File: config.mk
export PLATFORM = sky130hd
export DESIGN_NAME = pid_update_scheduler
export DESIGN_NICKNAME = d
export VERILOG_FILES = /design/src/rtl/pid_sched_pkg.sv /design/src/rtl/period_timer.sv /design/src/rtl/pid_update_scheduler.sv
export SDC_FILE = /design/constraint.sdc
export NUM_CORES = 1
export LEC_CHECK = 0
export BUFFER_PORTS_ARGS = -buffer_cell sky130_fd_sc_hd__buf_2
export CAP_MARGIN = 20
export CELL_PAD_IN_SITES_DETAIL_PLACEMENT = 1
export CELL_PAD_IN_SITES_GLOBAL_PLACEMENT = 1
export CORE_ASPECT_RATIO = 0.9
export CORE_MARGIN = 2
export CORE_UTILIZATION = 25
export CTS_CLUSTER_DIAMETER = 60
export CTS_CLUSTER_SIZE = 30
export DETAILED_ROUTE_END_ITERATION = 10
export GPL_TIMING_DRIVEN = 0
export PLACE_DENSITY_LB_ADDON = 0.3
export SYNTH_ARGS = -nofsm -noshare
export SYNTH_HDL_FRONTEND = slang
export SYNTH_SLANG_ARGS = --single-unit
export TNS_END_PERCENT = 30
File: constraint.sdc
create_clock -name clock -period 7.8 [get_ports clock]
set_input_delay 1.56 -clock clock [delete_from_list [all_inputs] [get_ports clock]]
set_output_delay 1.56 -clock clock [all_outputs]
set_load 0.005 [all_outputs]
File: src/rtl/pid_sched_pkg.sv
// pid_sched_pkg: shared FSM state type, strobe timing defaults and saturating counter helper for the PID update scheduler
package pid_sched_pkg;
  typedef enum logic [2:0] {IDLE, EVAL, HIGH, LOW, NEXT} sched_state_t;
  localparam int DEF_HIGH_CYCLES = 2;
  localparam int DEF_LOW_CYCLES = 2;
  function automatic logic [15:0] sat_inc16(input logic [15:0] v);
    return &v ? v : v + 16'd1;
  endfunction
endpackage

File: src/rtl/period_timer.sv
// period_timer: reloadable down-counter (clock, reset active-low async, enable, period in; one-cycle tick out every period cycles)
module period_timer #(
  parameter int W = 32
) (
  input  logic         clock,
  input  logic         reset,
  input  logic         enable,
  input  logic [W-1:0] period,
  output logic         tick
);
  logic [W-1:0] count, reload;
  logic armed, run;
  always_comb begin
    run = enable && period != '0;
    reload = period != '0 ? period - 1'b1 : '0;
    tick = run && armed && count == '0;
  end
  always_ff @(posedge clock or negedge reset)
    if (!reset) begin
      count <= '0;
      armed <= 1'b0;
    end else if (!run || !armed || count == '0) begin
      count <= reload;
      armed <= period != '0;
    end else begin
      count <= count - 1'b1;
    end
endmodule

File: src/rtl/pid_update_scheduler.sv
// pid_update_scheduler: per-frame sweep of enabled motors issuing fresh-data-gated update strobes, with stale/overrun status
module pid_update_scheduler import pid_sched_pkg::*; #(
  parameter int NUM_MOTORS = 6,
  parameter int HIGH_CYCLES = DEF_HIGH_CYCLES,
  parameter int LOW_CYCLES = DEF_LOW_CYCLES,
  localparam int IW = NUM_MOTORS > 1 ? $clog2(NUM_MOTORS) : 1
) (
  input  logic                  clock,
  input  logic                  reset,
  input  logic                  enable,
  input  logic [31:0]           control_period,
  input  logic [NUM_MOTORS-1:0] motor_enable,
  input  logic [NUM_MOTORS-1:0] sensor_valid,
  input  logic                  clear_status,
  output logic [NUM_MOTORS-1:0] update_controller,
  output logic [IW-1:0]         active_motor,
  output logic                  busy,
  output logic                  frame_start,
  output logic                  frame_done,
  output logic                  overrun,
  output logic [15:0]           overrun_count,
  output logic [NUM_MOTORS-1:0] stale
);
  localparam int PW = $clog2(HIGH_CYCLES > LOW_CYCLES ? HIGH_CYCLES : LOW_CYCLES) + 1;
  localparam logic [IW-1:0] LAST = IW'(NUM_MOTORS - 1);
  sched_state_t state;
  logic [IW-1:0] idx;
  logic [PW-1:0] phase;
  logic [NUM_MOTORS-1:0] mask_q, fresh, sel, stale_set;
  logic tick, eligible, serve, ovr_set;
  period_timer #(.W(32)) u_frame_timer (
    .clock (clock),
    .reset (reset),
    .enable(enable),
    .period(control_period),
    .tick  (tick)
  );
  always_comb begin
    sel = NUM_MOTORS'(1) << idx;
    eligible = state == EVAL && enable && |(sel & mask_q);
    serve = eligible && |(sel & fresh);
    stale_set = eligible && !serve ? sel : '0;
    ovr_set = tick && state != IDLE;
    busy = state != IDLE;
    active_motor = idx;
  end
  always_ff @(posedge clock or negedge reset)
    if (!reset) begin
      state <= IDLE;
      idx <= '0;
      phase <= '0;
      mask_q <= '0;
      update_controller <= '0;
      frame_start <= 1'b0;
      frame_done <= 1'b0;
    end else begin
      frame_start <= 1'b0;
      frame_done <= 1'b0;
      case (state)
        IDLE: if (tick) begin
          mask_q <= motor_enable;
          idx <= '0;
          frame_start <= 1'b1;
          state <= EVAL;
        end
        EVAL: if (!enable) begin
          idx <= '0;
          state <= IDLE;
        end else if (serve) begin
          update_controller <= sel;
          phase <= PW'(HIGH_CYCLES - 1);
          state <= HIGH;
        end else begin
          state <= NEXT;
        end
        HIGH: if (phase == '0) begin
          update_controller <= '0;
          phase <= PW'(LOW_CYCLES - 1);
          state <= LOW;
        end else begin
          phase <= phase - 1'b1;
        end
        LOW: if (phase != '0) begin
          phase <= phase - 1'b1;
        end else if (!enable) begin
          idx <= '0;
          state <= IDLE;
        end else begin
          state <= NEXT;
        end
        NEXT: if (!enable || idx == LAST) begin
          frame_done <= enable;
          idx <= '0;
          state <= IDLE;
        end else begin
          idx <= idx + 1'b1;
          state <= EVAL;
        end
        default: state <= IDLE;
      endcase
    end
  always_ff @(posedge clock or negedge reset)
    if (!reset) begin
      fresh <= '0;
      stale <= '0;
      overrun <= 1'b0;
      overrun_count <= '0;
    end else begin
      fresh <= (fresh & ~(serve ? sel : '0)) | sensor_valid;
      stale <= (clear_status ? '0 : stale) | stale_set;
      overrun <= ovr_set || (overrun && !clear_status);
      overrun_count <= ovr_set ? sat_inc16(clear_status ? 16'd0 : overrun_count) : clear_status ? 16'd0 : overrun_count;
    end
endmodule

==> results of run 1 <==
-- cell families (layout without fill, tap and decap cells) --
group | after synthesis | after routing | share of synthesized area [%]
mux | 19 | 19 | 4.541
fa+ha+maj | 11 | 11 | 2.760
flops | 84 | 84 | 42.15
xor+xnor | 55 | 55 | 9.659
compound gates | 91 | 91 | 11.57
simple gates | 234 | 234 | 26.19
buf+inv | 37 | 136 | 3.136
-- registers in the layout, summed over array words and instances (netlist names) --
name / cells
active_motor: 3
state: 3
frame_start: 1
phase: 2
mask_q: 6
update_controller: 6
u_frame_timer.armed: 1
u_frame_timer.count: 32
overrun: 1
fresh: 6
stale: 6
overrun_count: 16
frame_done: 1
-- per-stage QoR --
stage	cell area [um2]	power (mW)	hold WS [ns]	util [%]
global route	6041	1.077	0.5088	31.14
finish	6041	1.027	0.4844	31.14
CTS	6041	1.043	0.4864	31.14
floorplan	4987	0.5393	0.4480	-
detailed placement	5741	0.5939	0.4703	29.59
global placement	5710	0.5869	0.4608	29.44
-- cell type report --
| class | count | area (um2) | share of cell area (%) |
|---|---|---|---|
| Sequential cell | 84 | 2102 | 34.80 |
| Tap cell | 250 | 312.8 | 5.178 |
| Clock buffer | 10 | 229.0 | 3.790 |
| Multi-Input combinational cell | 410 | 2729 | 45.17 |
| Buffer | 21 | 96.34 | 1.595 |
| Clock inverter | 6 | 71.32 | 1.181 |
| Timing Repair Buffer | 83 | 440.4 | 7.291 |
| Inverter | 16 | 60.06 | 0.9942 |
-- report_power, final --
group	switching (mW)	internal (mW)	total, mW
clock	0.191	0.252	0.443
sequential	0.0196	0.454	0.473
combinational	0.0647	0.0461	0.111
-- synth_stat cells (all sizes together) (2+ instances only) --
master	count
mux2	11
or2	6
or3	10
nor2b	13
o22ai	2
a21oi	16
nor2	33
mux2i	8
o21ai	37
dfrtp	84
or4b	2
xnor2	26
a22o	9
nand2	42
nand3b	7
a21o	6
o2bb2ai	3
ha	11
nor4	20
clkbuf	13
or4	11
o31ai	5
nand4	7
and2	3
a32o	3
inv	15
xor2	29
nand3	46
and3	5
nor3	23
a31oi	3
buf	8
-- layer usage --
metal	part of all wire [%]	up-vias
li1	-	2104
met1	48	2165
met2	48	80
met3	3.7	13
met4	0.92	0
met5	0	-
-- final timing paths --
kind,from,end,slack (ns),cells past startpoint
worst max-delay path,control_period[0],overrun_count[1],3.45,9
worst min-delay path,fresh[2],fresh[2],0.48,1
worst max register to register,u_frame_timer.count[12],overrun_count[11],4.62,6
worst min register to register,fresh[2],fresh[2],0.48,1
max in group asynchronous,reset,u_frame_timer.count[9],6.08,2
min in group asynchronous,reset,overrun_count[6],1.08,1
==> run_summary.xml, run 1 <==
<?xml version="1.0" encoding="UTF-8"?>
<metrics>
  <group name="outcome">
    <metric name="outcome" unit="">finished, final reports clean</metric>
  </group>
  <group name="logic_synthesis">
    <metric name="synthDominantAreaCellType" unit="">sky130_fd_sc_hd__dfrtp_1</metric>
    <metric name="post_synth_num_cell_types" unit="">56</metric>
    <metric name="synth.net_count" unit="">590</metric>
    <metric name="post_synthesis_instance_total" unit="">531</metric>
    <metric name="async_reset_ff_share" unit="%">100.0</metric>
    <metric name="post-synth-top-area-fraction" unit="%">42.15</metric>
    <metric name="yosys_register_bits" unit="">84</metric>
    <metric name="post_synth_edffs" unit="">0</metric>
    <metric name="dominantRegCellSynth" unit="">sky130_fd_sc_hd__dfrtp_1</metric>
    <metric name="synth.yosys.seq_area_share" unit="%">42.15</metric>
    <metric name="netlist_area" unit="um2">4987</metric>
    <metric name="synth.top_cells.by_area" unit="">sky130_fd_sc_hd__dfrtp_1 (42%), sky130_fd_sc_hd__xor2_1 (5.1%), sky130_fd_sc_hd__xnor2_1 (4.6%), sky130_fd_sc_hd__nand3_1 (4.2%), sky130_fd_sc_hd__o21ai_0 (3.4%)</metric>
    <metric name="ys_warn_count" unit="">0</metric>
    <metric name="avg_synthesized_cell_area" unit="um2">9.392</metric>
  </group>
  <group name="timing">
    <metric name="finalSetupViolations" unit="">0</metric>
    <metric name="tightestPinTransition" unit="ns">0.8616</metric>
    <metric name="timing_max_transition_violations_final" unit="">0</metric>
    <metric name="setup-tns-final" unit="ns">0</metric>
    <metric name="maxClockFrequency" unit="MHz">230.0</metric>
    <metric name="layout_worst_path_cycle_share" unit="%">55.73</metric>
    <metric name="final.setup.worst_slack" unit="ns">3.453</metric>
    <metric name="layout_min_cycle_time" unit="ns">4.347</metric>
    <metric name="fin_skew" unit="ns">0.008284</metric>
    <metric name="rsz0062_at_grt" unit="">no</metric>
    <metric name="finalHoldViolations" unit="">0</metric>
    <metric name="slew_headroom" unit="%">42.03</metric>
  </group>
  <group name="grt">
    <metric name="overflow" unit="">0</metric>
    <metric name="grt_use_met2" unit="%">24.59</metric>
    <metric name="met3_usage" unit="%">3.438</metric>
    <metric name="met1_usage" unit="%">18.01</metric>
    <metric name="grt_pass1_vias" unit="">4698</metric>
    <metric name="top_usage_layer" unit="">met2</metric>
    <metric name="antenna_found_initial" unit="">0</metric>
    <metric name="grt_use_total" unit="%">14.16</metric>
    <metric name="grt_first_pass_wirelength" unit="um">23960</metric>
    <metric name="grt_start_max_net_pins" unit="">70</metric>
  </group>
  <group name="routing">
    <metric name="ant_nets" unit="">0</metric>
    <metric name="detailroute.via_count" unit="">4362</metric>
    <metric name="routed_wl" unit="um">14230</metric>
    <metric name="vias_per_cell" unit="">4.957</metric>
    <metric name="dr.pass1.iters" unit="">4</metric>
    <metric name="drt-wirelength-per-cell" unit="um">16.16</metric>
    <metric name="detailedRoute.firstIterationViolations" unit="">204</metric>
    <metric name="drc" unit="">0</metric>
  </group>
  <group name="cts">
    <metric name="cts_max_path_buffers" unit="">2</metric>
    <metric name="h-tree-depth" unit="">3</metric>
    <metric name="cts.sink_count" unit="">84</metric>
    <metric name="tritoncts" unit="">done</metric>
    <metric name="clkSlewWorstSetupHoldPaths" unit="ns">0.07</metric>
    <metric name="ctsHoldBuffers" unit="">0</metric>
    <metric name="insertion_delay" unit="ns">0.35</metric>
    <metric name="cts_repair_resize_count" unit="">0</metric>
    <metric name="root_buffer" unit="">sky130_fd_sc_hd__clkbuf_16</metric>
    <metric name="cts-buffers-inserted" unit="">9</metric>
    <metric name="cts_post_setup_buffers_inserted" unit="">0</metric>
  </group>
  <group name="min_path">
    <metric name="min-delay-path-class" unit="">reg2reg</metric>
  </group>
  <group name="setup_path">
    <metric name="crit_slowest_cell" unit="">sky130_fd_sc_hd__or4b_2</metric>
    <metric name="critical_path.cell_chain" unit="">buf_2 -&gt; inv_1 -&gt; ha_1 -&gt; or4b_2 -&gt; nor4_4 -&gt; nand3_2 -&gt; nand3_2 -&gt; buf_2 -&gt; mux2_2</metric>
    <metric name="critical_path_required" unit="ns">8.03</metric>
    <metric name="arrival_time_at_the_worst_endpoint" unit="ns">4.58</metric>
    <metric name="worst-setup-path-type" unit="">in2reg</metric>
    <metric name="kind_of_launch_point_of_the_worst_setup_path" unit="">primary input</metric>
    <metric name="critical_path_peak_fanout" unit="">10</metric>
    <metric name="critPathMaxStageDelay" unit="ns">0.71</metric>
    <metric name="worstPathBufferInverterCount" unit="">3</metric>
    <metric name="cp_top_family" unit="">simple AND/OR/NAND/NOR gates</metric>
    <metric name="critPathCaptureType" unit="">register</metric>
  </group>
  <group name="floorplanning">
    <metric name="floorplan.die_area" unit="um2">21100</metric>
    <metric name="die_x" unit="um">152.9</metric>
    <metric name="initial_core_util" unit="%">25.71</metric>
    <metric name="floorplan.die.height" unit="um">138.0</metric>
    <metric name="floorplan.rows" unit="">48</metric>
    <metric name="floorplan.io_pins" unit="">83</metric>
    <metric name="placeable_area" unit="um2">19400</metric>
  </group>
  <group name="power">
    <metric name="leakage" unit="nW">2.592</metric>
    <metric name="power-per-cell-area" unit="nW/um2">170.0</metric>
    <metric name="vdd_ir_drop_max" unit="V">0.00007447</metric>
  </group>
  <group name="cells_and_area">
    <metric name="layout.nets" unit="">684</metric>
    <metric name="final_cell_mix" unit="">sky130_fd_sc_hd__buf_2 (88), sky130_fd_sc_hd__dfrtp_1 (84), sky130_fd_sc_hd__nand2_1 (42), sky130_fd_sc_hd__nand3_1 (42), sky130_fd_sc_hd__o21ai_0 (34)</metric>
    <metric name="finished_layout_cells" unit="">880</metric>
    <metric name="antenna_cells" unit="">0</metric>
    <metric name="layout-drive-gt1-share" unit="%">22.06</metric>
    <metric name="synthToLayoutAreaGrowth" unit="%">21.12</metric>
    <metric name="final_common_cell" unit="">sky130_fd_sc_hd__buf_2</metric>
    <metric name="fillers" unit="">2291</metric>
  </group>
  <group name="placement">
    <metric name="dp_worst_setup_slack" unit="ns">3.020</metric>
    <metric name="final_hpwl_from_detailed_placement" unit="um">10920</metric>
    <metric name="place_inst" unit="">864</metric>
    <metric name="portBuffers" unit="">82</metric>
    <metric name="place.gp.congestion" unit="">0.7888</metric>
  </group>
  <group name="run">
    <metric name="max_cap_violations" unit="">0</metric>
  </group>
</metrics>
No activity file was read; power rests on OpenSTA's default activity.
==> inputs of run 2 (changes only) <==
==> constraint.sdc (replaced) <==
create_clock -name clock -period 3.7 [get_ports clock]
set_input_delay 0.74 -clock clock [delete_from_list [all_inputs] [get_ports clock]]
set_output_delay 0.74 -clock clock [all_outputs]
set_load 0.005 [all_outputs]
==> run_summary.xml, run 2 (synthesis gave the netlist of run 1 again) <==
<?xml version="1.0" encoding="UTF-8"?>
<metrics>
  <group name="power">
    <metric name="seq_power_share" unit="%">46.1</metric>
    <metric name="combinational_share_of_power" unit="%">10.8</metric>
    <metric name="clkPwrFrac" unit="%">43.1</metric>
    <metric name="total_power" unit="mW">2.166</metric>
    <metric name="internal-power" unit="mW">1.586</metric>
    <metric name="netSwitchingPower" unit="mW">0.5797</metric>
    <metric name="swShare" unit="%">26.77</metric>
    <metric name="power-per-cell-area" unit="nW/um2">357.2</metric>
    <metric name="vdd_ir_drop_max" unit="V">0.0001570</metric>
    <metric name="leakage" unit="nW">2.608</metric>
  </group>
  <group name="routing">
    <metric name="detailedRoute.firstIterationViolations" unit="">187</metric>
    <metric name="drt-wirelength-per-cell" unit="um">16.18</metric>
    <metric name="vias_per_cell" unit="">4.949</metric>
    <metric name="ant_nets" unit="">0</metric>
    <metric name="detailroute.via_count" unit="">4370</metric>
    <metric name="dr.pass1.iters" unit="">6</metric>
    <metric name="routed_wl" unit="um">14290</metric>
    <metric name="drc" unit="">0</metric>
  </group>
  <group name="placement">
    <metric name="place.gp.congestion" unit="">0.7888</metric>
    <metric name="placed_cell_area" unit="um2">5741</metric>
    <metric name="portBuffers" unit="">82</metric>
    <metric name="final_hpwl_from_detailed_placement" unit="um">10920</metric>
    <metric name="place_inst" unit="">864</metric>
    <metric name="dp_worst_setup_slack" unit="ns">-0.2598</metric>
  </group>
  <group name="timing">
    <metric name="maxClockFrequency" unit="MHz">299.6</metric>
    <metric name="layout_worst_path_cycle_share" unit="%">90.22</metric>
    <metric name="slew_headroom" unit="%">42.02</metric>
    <metric name="timing_max_transition_violations_final" unit="">0</metric>
    <metric name="fin_skew" unit="ns">0.008315</metric>
    <metric name="finalHoldViolations" unit="">0</metric>
    <metric name="fin_worst_hold_slack" unit="ns">0.2547</metric>
    <metric name="layout_min_cycle_time" unit="ns">3.338</metric>
    <metric name="setup-tns-final" unit="ns">0</metric>
    <metric name="rsz0062_at_grt" unit="">no</metric>
    <metric name="finalSetupViolations" unit="">0</metric>
    <metric name="tightestPinTransition" unit="ns">0.8618</metric>
    <metric name="final.setup.worst_slack" unit="ns">0.3620</metric>
  </group>
  <group name="setup_path">
    <metric name="worst-setup-path-type" unit="">in2reg</metric>
    <metric name="crit_slowest_cell" unit="">sky130_fd_sc_hd__or4b_2</metric>
    <metric name="crit_cells" unit="">10</metric>
    <metric name="timing.rr.start" unit="">u_frame_timer.count[12]</metric>
    <metric name="worstPathBufferInverterCount" unit="">4</metric>
    <metric name="worstReg2RegEnd" unit="">overrun_count[11]</metric>
    <metric name="destination_of_the_critical_timing_path" unit="">overrun_count[1]</metric>
    <metric name="critical_path_peak_fanout" unit="">10</metric>
    <metric name="timing.reg2reg.setup_slack" unit="ns">0.53</metric>
    <metric name="critPathMaxStageDelay" unit="ns">0.72</metric>
    <metric name="arrival_time_at_the_worst_endpoint" unit="ns">3.57</metric>
    <metric name="cp_top_family" unit="">simple AND/OR/NAND/NOR gates</metric>
    <metric name="critPathLaunch" unit="">control_period[0]</metric>
    <metric name="worst_r2r_path_depth" unit="">6</metric>
    <metric name="kind_of_launch_point_of_the_worst_setup_path" unit="">primary input</metric>
    <metric name="critical_path_required" unit="ns">3.93</metric>
    <metric name="critical_path.cell_chain" unit="">buf_2 -&gt; inv_1 -&gt; ha_1 -&gt; or4b_2 -&gt; nor4_4 -&gt; buf_4 -&gt; nand3_2 -&gt; nand3_2 -&gt; buf_2 -&gt; mux2_2</metric>
    <metric name="critPathCaptureType" unit="">register</metric>
  </group>
  <group name="cells_and_area">
    <metric name="synthToLayoutAreaGrowth" unit="%">21.58</metric>
    <metric name="layout.nets" unit="">687</metric>
    <metric name="register_with_the_highest_flop_count" unit="">u_frame_timer.count</metric>
    <metric name="regArea" unit="um2">2102</metric>
    <metric name="layout-drive-gt1-share" unit="%">22.43</metric>
    <metric name="final_cell_mix" unit="">sky130_fd_sc_hd__buf_2 (88), sky130_fd_sc_hd__dfrtp_1 (84), sky130_fd_sc_hd__nand2_1 (42), sky130_fd_sc_hd__nand3_1 (42), sky130_fd_sc_hd__o21ai_0 (34)</metric>
    <metric name="largest_reg_flops" unit="">32</metric>
    <metric name="finalCoreUtilization" unit="%">31.26</metric>
    <metric name="multi_input_comb_area" unit="um2">2729</metric>
    <metric name="final_common_cell" unit="">sky130_fd_sc_hd__buf_2</metric>
    <metric name="fillers" unit="">2290</metric>
    <metric name="antenna_cells" unit="">0</metric>
    <metric name="design_area" unit="um2">6063</metric>
    <metric name="finished_layout_cells" unit="">883</metric>
    <metric name="biggestRegsByFlops" unit="">u_frame_timer.count: 32 flops, overrun_count: 16 flops</metric>
  </group>
  <group name="grt">
    <metric name="grt_pass1_vias" unit="">4698</metric>
    <metric name="grt_start_max_net_pins" unit="">70</metric>
    <metric name="antenna_found_initial" unit="">0</metric>
    <metric name="overflow" unit="">0</metric>
    <metric name="grt_first_pass_wirelength" unit="um">23960</metric>
    <metric name="grt_use_total" unit="%">14.16</metric>
  </group>
  <group name="run">
    <metric name="max_cap_violations" unit="">0</metric>
  </group>
  <group name="cts">
    <metric name="cts_max_path_buffers" unit="">2</metric>
    <metric name="h-tree-depth" unit="">3</metric>
    <metric name="tritoncts" unit="">done</metric>
    <metric name="insertion_delay" unit="ns">0.35</metric>
    <metric name="ctsHoldBuffers" unit="">0</metric>
    <metric name="root_buffer" unit="">sky130_fd_sc_hd__clkbuf_16</metric>
    <metric name="clkSlewWorstSetupHoldPaths" unit="ns">0.07</metric>
    <metric name="cts.sink_count" unit="">84</metric>
    <metric name="cts-buffers-inserted" unit="">9</metric>
  </group>
  <group name="floorplanning">
    <metric name="initial_core_util" unit="%">25.71</metric>
    <metric name="floorplan.rows" unit="">48</metric>
    <metric name="placeable_area" unit="um2">19400</metric>
    <metric name="floorplan.die.height" unit="um">138.0</metric>
    <metric name="die_x" unit="um">152.9</metric>
    <metric name="floorplan.die_area" unit="um2">21100</metric>
    <metric name="floorplan.io_pins" unit="">83</metric>
  </group>
  <group name="min_path">
    <metric name="min-delay-path-class" unit="">in2async</metric>
  </group>
  <group name="outcome">
    <metric name="outcome" unit="">finished, final reports clean</metric>
  </group>
</metrics>
-- run 2: changes by cell type in the layout (fill, tap and decap cells not counted), sizes merged --
cell,change
buf,+3
-- run 2: repair_timing --
item | in CTS | in global routing
endpoints found under the setup margin | 0 | 9
gates resized for setup | 0 | 0
buffers inserted | 0 | 3
-- run 2: worst min-delay path by stage --
stage / start / depth (start not counted) / endpoint
2_1_floorplan: reset / 0 / active_motor[0]
3_3_place_gp: fresh[0] / 1 / fresh[0]
3_5_place_dp: fresh[1] / 1 / fresh[1]
4_1_cts: reset / 1 / overrun_count[6]
5_1_grt: reset / 1 / overrun_count[6]
6_report: reset / 1 / overrun_count[6]
-- run 2: worst reg2reg max path: stages (launching register included) --
cell and delay [ns]:
sky130_fd_sc_hd__dfrtp_1 0.42, sky130_fd_sc_hd__nor4_1 0.77, sky130_fd_sc_hd__nand4_1 0.40, sky130_fd_sc_hd__nor4_4 0.51, sky130_fd_sc_hd__nand4_1 0.33, sky130_fd_sc_hd__nor3_1 0.26, sky130_fd_sc_hd__mux2_2 0.36
-- run 2: power groups by stage --
stage	clock [mW]	combinational, mW	sequential (mW)
after floorplan	0	0.132	1.00
after global placement	0	0.225	1.01
after detailed placement	0	0.237	1.01
after CTS	0.962	0.238	0.998
after global routing	1.00	0.265	1.00
final	0.934	0.234	0.998
-- run 2: per-layer routing --
layer / share of wire, % / up-vias / global-route usage [%] / routed length, um
met5: 0 / - / 0 / 0
met4: 0.92 / 0 / 3.189 / 131
met3: 3.6 / 13 / 3.438 / 521
met2: 48 / 80 / 24.59 / 6836
met1: 48 / 2168 / 18.01 / 6796
li1: - / 2109 / - / -
-- run 2: area by class of cell --
| cell class | instances | share of cell area (%) |
|---|---|---|
| inverters | 16 | 0.9905 |
| multi-input cells | 410 | 45.01 |
| plain buffers | 21 | 1.589 |
| clock buffers | 10 | 3.776 |
| repair buffers | 86 | 7.635 |
| flip-flops and latches | 84 | 34.67 |
| clock inverters | 6 | 1.176 |
| well taps | 250 | 5.159 |
==> inputs of run 3 (changes only) <==
==> constraint.sdc (replaced) <==
create_clock -name clock -period 3.5 [get_ports clock]
set_input_delay 0.7 -clock clock [delete_from_list [all_inputs] [get_ports clock]]
set_output_delay 0.7 -clock clock [all_outputs]
set_load 0.005 [all_outputs]
==> run_summary.xml, run 3 (synthesis gave the netlist of run 1 again) <==
<?xml version="1.0" encoding="UTF-8"?>
<metrics>
  <group name="outcome">
    <metric name="outcome" unit="">finished, final reports clean</metric>
  </group>
  <group name="setup_path">
    <metric name="kind_of_launch_point_of_the_worst_setup_path" unit="">primary input</metric>
    <metric name="critPathMaxStageDelay" unit="ns">0.72</metric>
    <metric name="critical_path_peak_fanout" unit="">10</metric>
    <metric name="critical_path_required" unit="ns">3.73</metric>
    <metric name="critPathCaptureType" unit="">register</metric>
    <metric name="timing.rr.start" unit="">active_motor[0]</metric>
    <metric name="arrival_time_at_the_worst_endpoint" unit="ns">3.52</metric>
    <metric name="worst-setup-path-type" unit="">in2reg</metric>
    <metric name="critical_path.cell_chain" unit="">buf_2 -&gt; inv_1 -&gt; ha_1 -&gt; or4b_2 -&gt; nor4_4 -&gt; buf_4 -&gt; nand3_2 -&gt; nand3_2 -&gt; buf_2 -&gt; mux2_2</metric>
    <metric name="critPathLaunch" unit="">control_period[0]</metric>
    <metric name="crit_slowest_cell" unit="">sky130_fd_sc_hd__or4b_2</metric>
  </group>
  <group name="power">
    <metric name="power-per-cell-area" unit="nW/um2">377.9</metric>
    <metric name="leakage" unit="nW">2.603</metric>
    <metric name="vdd_ir_drop_max" unit="V">0.0001659</metric>
  </group>
  <group name="floorplanning">
    <metric name="floorplan.die.height" unit="um">138.0</metric>
    <metric name="die_x" unit="um">152.9</metric>
    <metric name="placeable_area" unit="um2">19400</metric>
    <metric name="floorplan.die_area" unit="um2">21100</metric>
    <metric name="floorplan.rows" unit="">48</metric>
    <metric name="initial_core_util" unit="%">25.71</metric>
    <metric name="floorplan.io_pins" unit="">83</metric>
  </group>
  <group name="cts">
    <metric name="cts.sink_count" unit="">84</metric>
    <metric name="h-tree-depth" unit="">3</metric>
    <metric name="cts-buffers-inserted" unit="">9</metric>
    <metric name="cts_max_path_buffers" unit="">2</metric>
    <metric name="tritoncts" unit="">done</metric>
    <metric name="clkSlewWorstSetupHoldPaths" unit="ns">0.07</metric>
    <metric name="root_buffer" unit="">sky130_fd_sc_hd__clkbuf_16</metric>
    <metric name="insertion_delay" unit="ns">0.35</metric>
  </group>
  <group name="cells_and_area">
    <metric name="finalCoreUtilization" unit="%">31.25</metric>
    <metric name="final_cell_mix" unit="">sky130_fd_sc_hd__buf_2 (88), sky130_fd_sc_hd__dfrtp_1 (84), sky130_fd_sc_hd__nand2_1 (42), sky130_fd_sc_hd__nand3_1 (42), sky130_fd_sc_hd__o21ai_0 (34)</metric>
    <metric name="layout.nets" unit="">686</metric>
    <metric name="design_area" unit="um2">6062</metric>
    <metric name="synthToLayoutAreaGrowth" unit="%">21.55</metric>
    <metric name="fillers" unit="">2291</metric>
    <metric name="final_common_cell" unit="">sky130_fd_sc_hd__buf_2</metric>
    <metric name="register_with_the_highest_flop_count" unit="">u_frame_timer.count</metric>
    <metric name="antenna_cells" unit="">0</metric>
    <metric name="biggestRegsByFlops" unit="">u_frame_timer.count: 32 flops, overrun_count: 16 flops</metric>
    <metric name="largest_reg_flops" unit="">32</metric>
    <metric name="finished_layout_cells" unit="">882</metric>
    <metric name="layout-drive-gt1-share" unit="%">22.47</metric>
  </group>
  <group name="placement">
    <metric name="final_hpwl_from_detailed_placement" unit="um">10920</metric>
    <metric name="placed_cell_area" unit="um2">5741</metric>
    <metric name="portBuffers" unit="">82</metric>
    <metric name="place_inst" unit="">864</metric>
    <metric name="place.gp.congestion" unit="">0.7888</metric>
  </group>
  <group name="timing">
    <metric name="rsz0062_at_grt" unit="">no</metric>
    <metric name="fin_skew" unit="ns">0.008316</metric>
    <metric name="tightestPinTransition" unit="ns">0.8247</metric>
    <metric name="maxClockFrequency" unit="MHz">304.2</metric>
    <metric name="finalHoldViolations" unit="">0</metric>
    <metric name="slew_headroom" unit="%">44.52</metric>
    <metric name="timing_max_transition_violations_final" unit="">0</metric>
    <metric name="layout_min_cycle_time" unit="ns">3.287</metric>
    <metric name="finalSetupViolations" unit="">0</metric>
    <metric name="layout_worst_path_cycle_share" unit="%">93.93</metric>
  </group>
  <group name="routing">
    <metric name="detailedRoute.firstIterationViolations" unit="">173</metric>
    <metric name="routed_wl" unit="um">14340</metric>
    <metric name="dr_wl_met2" unit="um">6856</metric>
    <metric name="drt-wirelength-per-cell" unit="um">16.26</metric>
    <metric name="vias_per_cell" unit="">4.951</metric>
    <metric name="routed_wire_length_on_met3" unit="um">541</metric>
    <metric name="highest_routed_layer" unit="">met4</metric>
    <metric name="met1Wirelength" unit="um">6810</metric>
    <metric name="detailroute.via_count" unit="">4367</metric>
    <metric name="ant_nets" unit="">0</metric>
    <metric name="dr.pass1.iters" unit="">6</metric>
    <metric name="drc" unit="">0</metric>
  </group>
  <group name="grt">
    <metric name="antenna_found_initial" unit="">0</metric>
    <metric name="overflow" unit="">0</metric>
    <metric name="grt_first_pass_wirelength" unit="um">24080</metric>
    <metric name="grt_pass1_vias" unit="">4716</metric>
    <metric name="grt_use_total" unit="%">14.24</metric>
    <metric name="grt_start_max_net_pins" unit="">70</metric>
  </group>
  <group name="min_path">
    <metric name="min-delay-path-class" unit="">in2async</metric>
  </group>
  <group name="run">
    <metric name="max_cap_violations" unit="">0</metric>
  </group>
</metrics>
## run 3: stage by stage
step | power [mW] | setup slack (ns) | hold WS [ns] | TNS, ns
after floorplan | 1.202 | 0.3623 | 0.4044 | 0
after CTS | 2.324 | 0.1898 | 0.2096 | 0
after detailed placement | 1.323 | -0.4198 | 0.4703 | -11.39
after global placement | 1.308 | -0.4037 | 0.4608 | -11.49
after global routing | 2.401 | 0.01521 | 0.2114 | 0
final | 2.291 | 0.2126 | 0.2157 | 0
## run 3: timing repair
| action | in CTS | in global routing |
|---|---|---|
| pin swaps | 1 | 0 |
| resized for setup | 0 | 1 |
| setup buffers | 2 | 0 |
| endpoints found under the setup margin | 3 | 1 |
| hold buffers | 0 | 0 |
## run 3: final timing paths
kind,to,slack (ns),cells past startpoint
worst min register to register,fresh[2],0.48,1
min in group clock,fresh[2],0.48,1
worst max-delay path,overrun_count[1],0.21,10
worst max register to register,update_controller[5],0.38,9
worst min-delay path,overrun_count[6],0.22,1
max in group asynchronous,u_frame_timer.count[9],2.64,2
## run 3: worst max-delay path, delay by kind of cell
kind                       cells  cell delay, ns
buffers and inverters          4            0.67
adders and majority gates      1            0.26
and+or+nand+nor                4            1.51
muxes                          1            0.36
## run 3: layer usage
| layer | global-route usage, % | vias to the layer above |
|---|---|---|
| met4 | 3.241 | 0 |
| met2 | 24.69 | 82 |
| li1 | - | 2109 |
| met1 | 18.13 | 2163 |
| met5 | 0 | - |
| met3 | 3.469 | 13 |
## run 3: cell type report
class / count / area [um2] / area share, %
Multi-Input combinational cell: 410 / 2735 / 45.12
Sequential cell: 84 / 2102 / 34.68
Timing Repair Buffer: 85 / 455.4 / 7.513
Tap cell: 250 / 312.8 / 5.160
Clock buffer: 10 / 229.0 / 3.777
Buffer: 21 / 96.34 / 1.589
Clock inverter: 6 / 71.32 / 1.176
Inverter: 16 / 60.06 / 0.9907
## run 3: power by group
group | internal, mW | total, mW | switching [mW]
Sequential | 1.01 | 1.06 | 0.0449
Combinational | 0.103 | 0.247 | 0.144
Clock | 0.562 | 0.987 | 0.425
Total | 1.68 | 2.29 | 0.614
